[config.mk]
export PLATFORM = sky130hd
export DESIGN_NAME = acc_stream_ctrl
export DESIGN_NICKNAME = d
export VERILOG_FILES = /design/src/rtl/acc_stream_ctrl.sv
export SDC_FILE = /design/constraint.sdc
export NUM_CORES = 1
export LEC_CHECK = 0
export ABC_AREA = 1
export CAP_MARGIN = 20
export CORE_MARGIN = 4
export CORE_UTILIZATION = 30
export CTS_CLUSTER_SIZE = 30
export DETAILED_ROUTE_END_ITERATION = 8
export SYNTH_ARGS = -nofsm -noshare
export SYNTH_HDL_FRONTEND = slang
export SYNTH_SLANG_ARGS = --single-unit
export TNS_END_PERCENT = 10
[constraint.sdc]
create_clock -name clk -period 3 [get_ports clk]
set_input_delay 0.3 -clock clk [delete_from_list [all_inputs] [get_ports clk]]
set_output_delay 0.3 -clock clk [all_outputs]
set_load 0.05 [all_outputs]
[src/rtl/acc_stream_ctrl.sv]
// rtl/acc_stream_ctrl.sv - stream-to-register sequencer feeding the square accelerator
// Loads N_WORDS input words, kicks the engine, waits for idle, then streams the results out.
module acc_stream_ctrl #(
  parameter int N_WORDS = 16,
  parameter int DW      = 32,
  parameter int AW      = 32,
  parameter int RD_LAT  = 2
) (
  input  logic          clk,
  input  logic          rst_n,
  input  logic          s_valid,
  input  logic [DW-1:0] s_data,
  output logic          s_ready,
  output logic          m_valid,
  output logic [DW-1:0] m_data,
  input  logic          m_ready,
  output logic          acc_wen,
  output logic          acc_start,
  output logic [AW-1:0] acc_addr,
  output logic [DW-1:0] acc_din,
  input  logic [DW-1:0] acc_dout,
  input  logic          acc_bsy,
  output logic          busy,
  output logic          done
);

  localparam int CW = $clog2(N_WORDS) + 1;
  localparam int LW = (RD_LAT > 1) ? $clog2(RD_LAT) : 1;
  localparam logic [CW-1:0] LAST_IDX = CW'(N_WORDS - 1);
  localparam logic [LW-1:0] LAST_LAT = LW'(RD_LAT - 1);

  typedef enum logic [2:0] {
    S_LOAD,
    S_START,
    S_GAP,
    S_POLL,
    S_RDWAIT,
    S_OUT
  } state_t;

  state_t        state;
  logic [CW-1:0] wcnt;
  logic [CW-1:0] rcnt;
  logic [LW-1:0] lat_cnt;

  function automatic logic [AW-1:0] byte_addr(input logic [CW-1:0] idx);
    byte_addr = AW'(idx) << 2;
  endfunction

  always_ff @(posedge clk) begin
    if (!rst_n) begin
      state     <= S_LOAD;
      wcnt      <= '0;
      rcnt      <= '0;
      lat_cnt   <= '0;
      s_ready   <= 1'b1;
      m_valid   <= 1'b0;
      m_data    <= '0;
      acc_wen   <= 1'b0;
      acc_start <= 1'b0;
      acc_addr  <= '0;
      acc_din   <= '0;
      busy      <= 1'b0;
      done      <= 1'b0;
    end else begin
      acc_wen   <= 1'b0;
      acc_start <= 1'b0;
      done      <= 1'b0;
      case (state)
        S_LOAD: begin
          if (s_valid && s_ready) begin
            acc_wen  <= 1'b1;
            acc_addr <= byte_addr(wcnt);
            acc_din  <= s_data;
            wcnt     <= wcnt + CW'(1);
            busy     <= 1'b1;
            if (wcnt == LAST_IDX) begin
              s_ready <= 1'b0;
              state   <= S_START;
            end
          end
        end
        // First START cycle lets the final write land; the second carries the pulse.
        S_START: begin
          if (!acc_start) acc_start <= 1'b1;
          else            state     <= S_GAP;
        end
        S_GAP: state <= S_POLL;
        S_POLL: begin
          if (!acc_bsy) begin
            rcnt     <= '0;
            lat_cnt  <= '0;
            acc_addr <= byte_addr('0);
            state    <= S_RDWAIT;
          end
        end
        S_RDWAIT: begin
          if (lat_cnt == LAST_LAT) begin
            m_data  <= acc_dout;
            m_valid <= 1'b1;
            lat_cnt <= '0;
            state   <= S_OUT;
          end else begin
            lat_cnt <= lat_cnt + LW'(1);
          end
        end
        S_OUT: begin
          if (m_ready) begin
            m_valid <= 1'b0;
            if (rcnt == LAST_IDX) begin
              done    <= 1'b1;
              wcnt    <= '0;
              rcnt    <= '0;
              s_ready <= 1'b1;
              busy    <= 1'b0;
              state   <= S_LOAD;
            end else begin
              rcnt     <= rcnt + CW'(1);
              acc_addr <= byte_addr(rcnt + CW'(1));
              state    <= S_RDWAIT;
            end
          end
        end
        default: state <= S_LOAD;
      endcase
    end
  end

endmodule

==> results.rst, run 1 <==
.. list-table::
   :header-rows: 1

   * - Metric
     - Value
   * - Most common cell after layout, fill and taps aside
     - sky130_fd_sc_hd__clkdlybuf4s50_1
   * - Count of input and output buffers
     - between 100 and 150
   * - Root Driver
     - sky130_fd_sc_hd__clkbuf_16
   * - Routed wire per std cell
     - 13.5 um
   * - Net load switching power
     - around 1.9 mW
   * - Final design utilization
     - between 40% and 50%
   * - Count of standard-cell rows
     - between 40 and 50
   * - Uppermost routed layer
     - met4
   * - Mapped Avg Cell Area
     - slightly below 8 um2
   * - Type of destination of the critical path
     - register
   * - Part of the power in registers
     - between 30% and 40%
   * - Total setup violations reported at the end of the flow
     - 0
   * - Total clock buffers created by CTS
     - 9
   * - DR vias
     - between 3,000 and 4,000
   * - Proportion of power drawn by the clock network
     - 24.4%
   * - Number of DRC markers in iteration 0
     - about 130
   * - Die outline height
     - about 120 um
   * - Power density over the cells
     - between 800 and 900 nW/um2
   * - Data required time at the worst endpoint
     - around 3300 ps
   * - Gate power share
     - 42.5%
   * - Final Hold Fails
     - 0
   * - Highest attainable clock frequency
     - 0.486 GHz
   * - Routed metal-1 wirelength
     - about 4.6 mm
   * - Routed via count divided by cell count
     - 4.46
   * - Worst supply voltage drop on vdd
     - around 0.34 mV
   * - Post-CTS Setup Inserts
     - 0
   * - Switching part of the total
     - 42.4%
   * - Most used cells in the layout excluding fill and tap cells
     - sky130_fd_sc_hd__clkdlybuf4s50_1 (143), sky130_fd_sc_hd__nand2_1 (131), sky130_fd_sc_hd__dfxtp_1 (89)
   * - Number of ports placed on the die boundary
     - between 150 and 200
   * - Global-route wire length before repair
     - 17.1 mm
   * - Hold/Removal Path Class
     - register to register
   * - Total negative slack for setup checks
     - 0 ps
   * - Width of the die
     - roughly 120 um
   * - Clock Pin Slew Worst Setup and Hold Paths
     - ~60 ps
   * - Period minus WS final
     - roughly 2000 ps
   * - Internal power
     - about 2.6 mW
   * - Number of distinct library cell variants in the gate-level netlist after synthesis
     - 30
   * - Met3 routed WL
     - ~1.0 mm
   * - Portion of synthesized cell area occupied by the leading cell type
     - a little under half
   * - Startpoint class of the critical path
     - register
   * - Maximum clock path buffer count
     - 2
   * - Area growth from synthesis to layout
     - 43.1%
   * - Post-synthesis instance area
     - ~3900 um2
   * - Largest net degree at the start of global routing
     - 53
   * - Post-detailed-route DRC marker count
     - 0
   * - Clock latency on the worst-skew pair
     - 330 ps
   * - Register bit count reported by yosys
     - 89
   * - Total power
     - 4.51 mW
   * - Kind of critical path
     - register to register
   * - CTS tree
     - built
   * - Number of pins exceeding their max-slew limit in the final report
     - 0
   * - Final GP Congestion
     - a little over 0.8
   * - Core outline area
     - roughly 13,000 um2
   * - Number of gates resized after CTS
     - 0
   * - CTS H-tree depth
     - 3
   * - Slew at the pin with the worst max-slew slack
     - 588 ps
   * - Initial antenna violation count
     - 0
   * - Crit path DAT
     - roughly 2300 ps
   * - Number of max-capacitance violations reported
     - 0
   * - Initial core utilization
     - slightly above 30%
   * - Number of buffers inserted for hold repair after clock tree synthesis
     - 0
   * - Leakage power figure
     - around 2.1 nW
   * - Count of warnings emitted by yosys
     - 0
   * - Setup skew after layout
     - roughly 6.4 ps
   * - Fraction of layout instances using a drive strength above 1
     - under 10%
   * - Via count of the first global-routing pass
     - about 3,500
   * - Routed wire length
     - 10.9 mm
   * - Post-route clock period utilization
     - between 60% and 70%
   * - Relative max-transition margin
     - ~61%
   * - Setup repair after global routing missed its margin
     - no
   * - Result of the run
     - finished, final reports clean
   * - ANT cells
     - 0
   * - Dominant cells by area after synthesis
     - sky130_fd_sc_hd__dfxtp_1 (45%), sky130_fd_sc_hd__nand2_1 (13%), sky130_fd_sc_hd__a21oi_1 (9.3%)
   * - Routed wl met2
     - 5.02 mm
   * - Placement-stage worst setup slack
     - between 600 and 700 ps
   * - Final worst slack
     - between 900 and 1000 ps
   * - NumNets Final
     - between 700 and 800
   * - Gate count of the mapped netlist
     - around 500
   * - Antenna violation net count after detailed routing
     - 0
   * - Post-detail-place hpwl
     - 7.77 mm
   * - Global-route congestion overflow total
     - 0
   * - First-pass iteration count of the detailed router
     - 6
   * - Cell taking the most area after synthesis
     - sky130_fd_sc_hd__dfxtp_1
   * - Global-route usage over all layers
     - between 10% and 20%
   * - Register area share after synthesis
     - ~45%
   * - Clk sink count
     - 89
   * - Crit path max fanout
     - 37
   * - Floorplan die area
     - 15,000 um2
-- final cells by class --
cell class,count,area [um2]
clock buffer,10,229
clock inverter,5,56.3
fill,1272,7110
inverter,26,97.6
multi-input combinational,358,1770
sequential,89,1780
tap,172,215
timing repair buffer,146,1470
-- power by group through the flow --
stage	sequential, mW	combinational [mW]	clock, mW
2_1_floorplan	1.98	0.985	0
3_3_place_gp	1.52	1.91	0
3_5_place_dp	1.52	1.93	0
4_1_cts	1.50	1.94	1.14
5_1_grt	1.52	2.08	1.19
6_report	1.49	1.92	1.10
-- synthesized netlist by cell type --
library cell and instances:
sky130_fd_sc_hd__buf_6 6, sky130_fd_sc_hd__inv_1 19, sky130_fd_sc_hd__nor2_2 1, sky130_fd_sc_hd__nor3_1 1, sky130_fd_sc_hd__a21oi_1 73, sky130_fd_sc_hd__nand4_1 4, sky130_fd_sc_hd__dfxtp_1 89, sky130_fd_sc_hd__nand3_4 4
sky130_fd_sc_hd__o21bai_1 1, sky130_fd_sc_hd__conb_1 1, sky130_fd_sc_hd__buf_2 4, sky130_fd_sc_hd__clkbuf_1 12, sky130_fd_sc_hd__nand2_1 131, sky130_fd_sc_hd__inv_2 7, sky130_fd_sc_hd__ha_1 5, sky130_fd_sc_hd__or2_2 1
sky130_fd_sc_hd__nand2_4 3, sky130_fd_sc_hd__nand2_2 9, sky130_fd_sc_hd__nor2_4 3, sky130_fd_sc_hd__o21ai_2 1, sky130_fd_sc_hd__buf_4 32, sky130_fd_sc_hd__a21oi_2 2, sky130_fd_sc_hd__nor2_1 27, sky130_fd_sc_hd__nor2_8 2
sky130_fd_sc_hd__o21ai_1 1, sky130_fd_sc_hd__nand3b_1 1, sky130_fd_sc_hd__xor2_1 2, sky130_fd_sc_hd__o21ai_0 3, sky130_fd_sc_hd__nand3_1 54, sky130_fd_sc_hd__nand3_2 2
-- layer usage --
layer | up-vias | GRT usage [%]
met5 | - | 0
met4 | 0 | 5.25
met3 | 15 | 6.77
met2 | 137 | 22.8
met1 | 1616 | 17.3
li1 | 1828 | -
-- worst max-delay path, stage by stage, from the launching register on --
cell and delay, ps:
sky130_fd_sc_hd__dfxtp_1 430, sky130_fd_sc_hd__nor2_4 270, sky130_fd_sc_hd__nand3_4 380, sky130_fd_sc_hd__inv_2 610, sky130_fd_sc_hd__nand2_1 120, sky130_fd_sc_hd__a21oi_1 160
-- through the flow --
stage | hold WS, ps | std cells | instance area (um2)
floorplan | 408 | 527 | 4020
global placement | 449 | 791 | 5330
detailed placement | 456 | 791 | 5330
CTS | 465 | 806 | 5610
global route | 480 | 806 | 5610
finish | 460 | 806 | 5610
-- state kept, by name, summed over array words and instances, names as in the netlist --
signal / cells
acc_wen: 1
m_valid: 1
s_ready: 1
state: 3
acc_addr: 5
m_data: 32
acc_start: 1
rcnt: 5
busy: 1
lat_cnt: 1
wcnt: 5
acc_din: 32
done: 1
-- cell families after synthesis --
family	share of synthesized area, %
compound gates	10.7
xor+xnor	0.447
fa+ha+maj	1.59
buf+inv	12.0
flops	45.4
other cells	0.0956
simple gates	29.8
-- path summary, 6_finish.rpt --
kind	startpoint	cells past startpoint	to	slack, ps
worst max-delay path	state[0]	5	acc_din[17]	940
worst min-delay path	m_data[9]	2	m_data[9]	460
worst max register to register	state[0]	5	acc_din[17]	940
worst min register to register	m_data[9]	2	m_data[9]	460
Power figures use the tool's default switching activity.
==> run 2, diff against run 1 <==
clock period = 2 ns   (was 3 ns; I/O delays follow)
==> run 2 against run 1 <==
Sequential cell count stayed put. Final area is 1.1% higher. Combinational power is 56% higher. Routed wire length is 2.5% higher. First-iteration DRC count is 31% higher. Die area stayed put. Highest routed layer unchanged.
==> results.rst, run 2 (synthesis results as in run 1) <==
.. list-table::
   :header-rows: 1

   * - Metric
     - Value
   * - Result of the run
     - finished, final reports clean
   * - Cell count of the worst hold path
     - 3 (+1)
   * - CTS H-tree depth
     - 3 (unchanged)
   * - Number of ports placed on the die boundary
     - 171 (unchanged)
   * - Post-route insts no fill
     - 811 (+0.62%)
   * - First-pass iteration count of the detailed router
     - 4 (-2)
   * - Number of DRC markers in iteration 0
     - 166 (+31%)
   * - Count of input and output buffers
     - 143 (unchanged)
   * - Reg-to-reg setup timing slack
     - 330 ps (-610 ps)
   * - Total negative slack for setup checks
     - 0 ps (unchanged)
   * - Register area
     - 1780 um2 (unchanged)
   * - Width of the die
     - 122 um (unchanged)
   * - Antenna violation net count after detailed routing
     - 0 (unchanged)
   * - Total clock buffers created by CTS
     - 9 (unchanged)
   * - Clock Pin Slew Worst Setup and Hold Paths
     - 60 ps (about the same)
   * - Type of destination of the critical path
     - output port
   * - Maximum clock path buffer count
     - 2 (unchanged)
   * - Post-CTS Setup Inserts
     - 0 (unchanged)
   * - Slowest cell on the critical path
     - sky130_fd_sc_hd__clkdlybuf4s50_1
   * - Number of gates resized after CTS
     - 0 (unchanged)
   * - Via count of the first global-routing pass
     - 3,534 (+2.4%)
   * - Core outline area
     - 12,700 um2 (unchanged)
   * - Fraction of layout instances using a drive strength above 1
     - 8.45% (+0.25 points)
   * - Global-route wire length before repair
     - 17.5 mm (+2.1%)
   * - Post-detailed-route DRC marker count
     - 0 (unchanged)
   * - Routed wire length
     - 11.1 mm (+2.5%)
   * - Power density over the cells
     - 1220 nW/um2 (+51%)
   * - Footprint of the multi-input gates
     - 1770 um2 (unchanged)
   * - Post-route clock period utilization
     - between 80% and 90%
   * - Kind of critical path
     - register to output port
   * - Initial core utilization
     - 30.8% (unchanged)
   * - Placement-stage worst setup slack
     - 288 ps (-385 ps)
   * - Area growth from synthesis to layout
     - 44.7%
   * - DR vias
     - 3,601 (+0.14%)
   * - Setup skew after layout
     - 8.20 ps (+1.76 ps)
   * - Filler Cells Inserted
     - 1,298 (+2.0%)
   * - Number of cells on the worst reg-to-reg path
     - 9 (+4)
   * - Final Hold Fails
     - 0 (unchanged)
   * - Worst Min Path Start
     - s_data[22]
   * - Root Driver
     - sky130_fd_sc_hd__clkbuf_16
   * - Hold/Removal Path Class
     - input port to register
   * - Slew at the pin with the worst max-slew slack
     - 563 ps (-25.5 ps)
   * - Relative max-transition margin
     - 62.4% (+1.6 points)
   * - Cell total after placement
     - 795 (+0.51%)
   * - Startpoint class of the critical path
     - register
   * - Largest net degree at the start of global routing
     - 56 (+5.7%)
   * - Final GP Congestion
     - 0.817 (+0.80%)
   * - Capture endpoint of the worst hold path
     - acc_din[22]
   * - Clk sink count
     - 89 (unchanged)
   * - Die outline height
     - 122 um (unchanged)
   * - Total setup violations reported at the end of the flow
     - 0 (unchanged)
   * - Number of buffers inserted for hold repair after clock tree synthesis
     - 0 (unchanged)
   * - Most used cells in the layout excluding fill and tap cells
     - sky130_fd_sc_hd__clkdlybuf4s50_1 (143), sky130_fd_sc_hd__nand2_1 (131), sky130_fd_sc_hd__dfxtp_1 (89)
   * - Post-detail-place hpwl
     - 8.01 mm (+3.2%)
   * - Floorplan die area
     - 15,000 um2 (unchanged)
   * - CTS tree
     - built
   * - Data required time at the worst endpoint
     - 1800 ps (-1460 ps)
   * - Max incr delay on CP
     - 830 ps (+220 ps)
   * - Top Family by Delay on Critical Path
     - buffers and inverters
   * - Number of max-capacitance violations reported
     - 0 (unchanged)
   * - Count of standard-cell rows
     - 41 (unchanged)
   * - Crit path max fanout
     - 2 (-95%)
   * - Final worst slack
     - 271 ps (-671 ps)
   * - Global-route usage over all layers
     - 14.8% (+0.28 points)
   * - Highest attainable clock frequency
     - about 0.58 GHz
   * - Worst supply voltage drop on vdd
     - 0.751 mV (+120%)
   * - Cell breakdown of the critical path
     - clkdlybuf4s50_1
   * - NumNets Final
     - 708 (+0.57%)
   * - Hold_ws
     - 419 ps (-40.6 ps)
   * - Registers with the most flip-flops
     - acc_din (32), m_data (32)
   * - Routed via count divided by cell count
     - 4.44 (-0.48%)
   * - End of the worst register-to-register path
     - state[2]
   * - Clock latency on the worst-skew pair
     - 340 ps (about the same)
   * - Bufs and invs on worst path
     - 1 (unchanged)
   * - Number of pins exceeding their max-slew limit in the final report
     - 0 (unchanged)
   * - Global-route congestion overflow total
     - 0 (unchanged)
   * - Crit Reg-Reg Startpoint
     - rcnt[0]
   * - Crit path DAT
     - 1530 ps (-790 ps)
   * - Routed wire per std cell
     - 13.7 um (+1.9%)
   * - ANT cells
     - 0 (unchanged)
   * - Most common cell after layout, fill and taps aside
     - sky130_fd_sc_hd__clkdlybuf4s50_1
   * - Setup repair after global routing missed its margin
     - no
   * - Initial antenna violation count
     - 0 (unchanged)
   * - Leakage power figure
     - 2.14 nW (+1.2%)
   * - Period minus WS final
     - roughly 1700 ps
## run 2: changes by cell type in the layout (fill, tap and decap cells not counted)
cell,previous run,this run
sky130_fd_sc_hd__buf_4,2,4
sky130_fd_sc_hd__inv_6,1,0
sky130_fd_sc_hd__clkinv_2,2,0
sky130_fd_sc_hd__buf_12,1,3
sky130_fd_sc_hd__clkbuf_1,1,4
sky130_fd_sc_hd__clkbuf_8,0,1
## run 2: worst max-delay path by stage
stage / start / to / slack, ps / cells after the start
global placement: rcnt[0] / state[2] / 350 / 9
global route: state[0] / rcnt[0] / 180 / 6
floorplan: s_ready / acc_din[10] / 520 / 7
finish: acc_din[0] / acc_din[0] / 270 / 1
detailed placement: state[0] / m_data[25] / 290 / 6
CTS: acc_din[10] / acc_din[10] / 240 / 1
## run 2: stage by stage
step	total power [mW]	cell area, um2	utilization, %
after floorplan	4.45	4020	-
after global placement	5.24	5380	42.3
after detailed placement	5.28	5380	42.3
after CTS	6.99	5680	44.6
after global routing	7.32	5680	44.6
final	6.90	5680	44.6
## run 2: area by class of cell
type	instances	area share, %
clock buffer	14	4.48
clock inverter	2	0.661
inverter	26	1.72
multi-input combinational	358	31.2
sequential	89	31.4
tap	172	3.79
timing repair buffer	150	26.8
## run 2: where the power goes
part	total [mW]	switching (mW)	leakage, nW	internal (mW)
Sequential	2.22	0.185	0.724	2.04
Combinational	3.00	2.03	1.28	0.968
Clock	1.68	0.674	0.137	1.01
Total	6.90	2.89	2.14	4.01
## run 2: routing by layer
layer	up-vias	wire [um]	GRT usage, %
met5	-	0	0
met4	0	232	6.23
met3	15	1030	6.08
met2	121	5290	23.9
met1	1634	4580	17.2
li1	1831	-	-
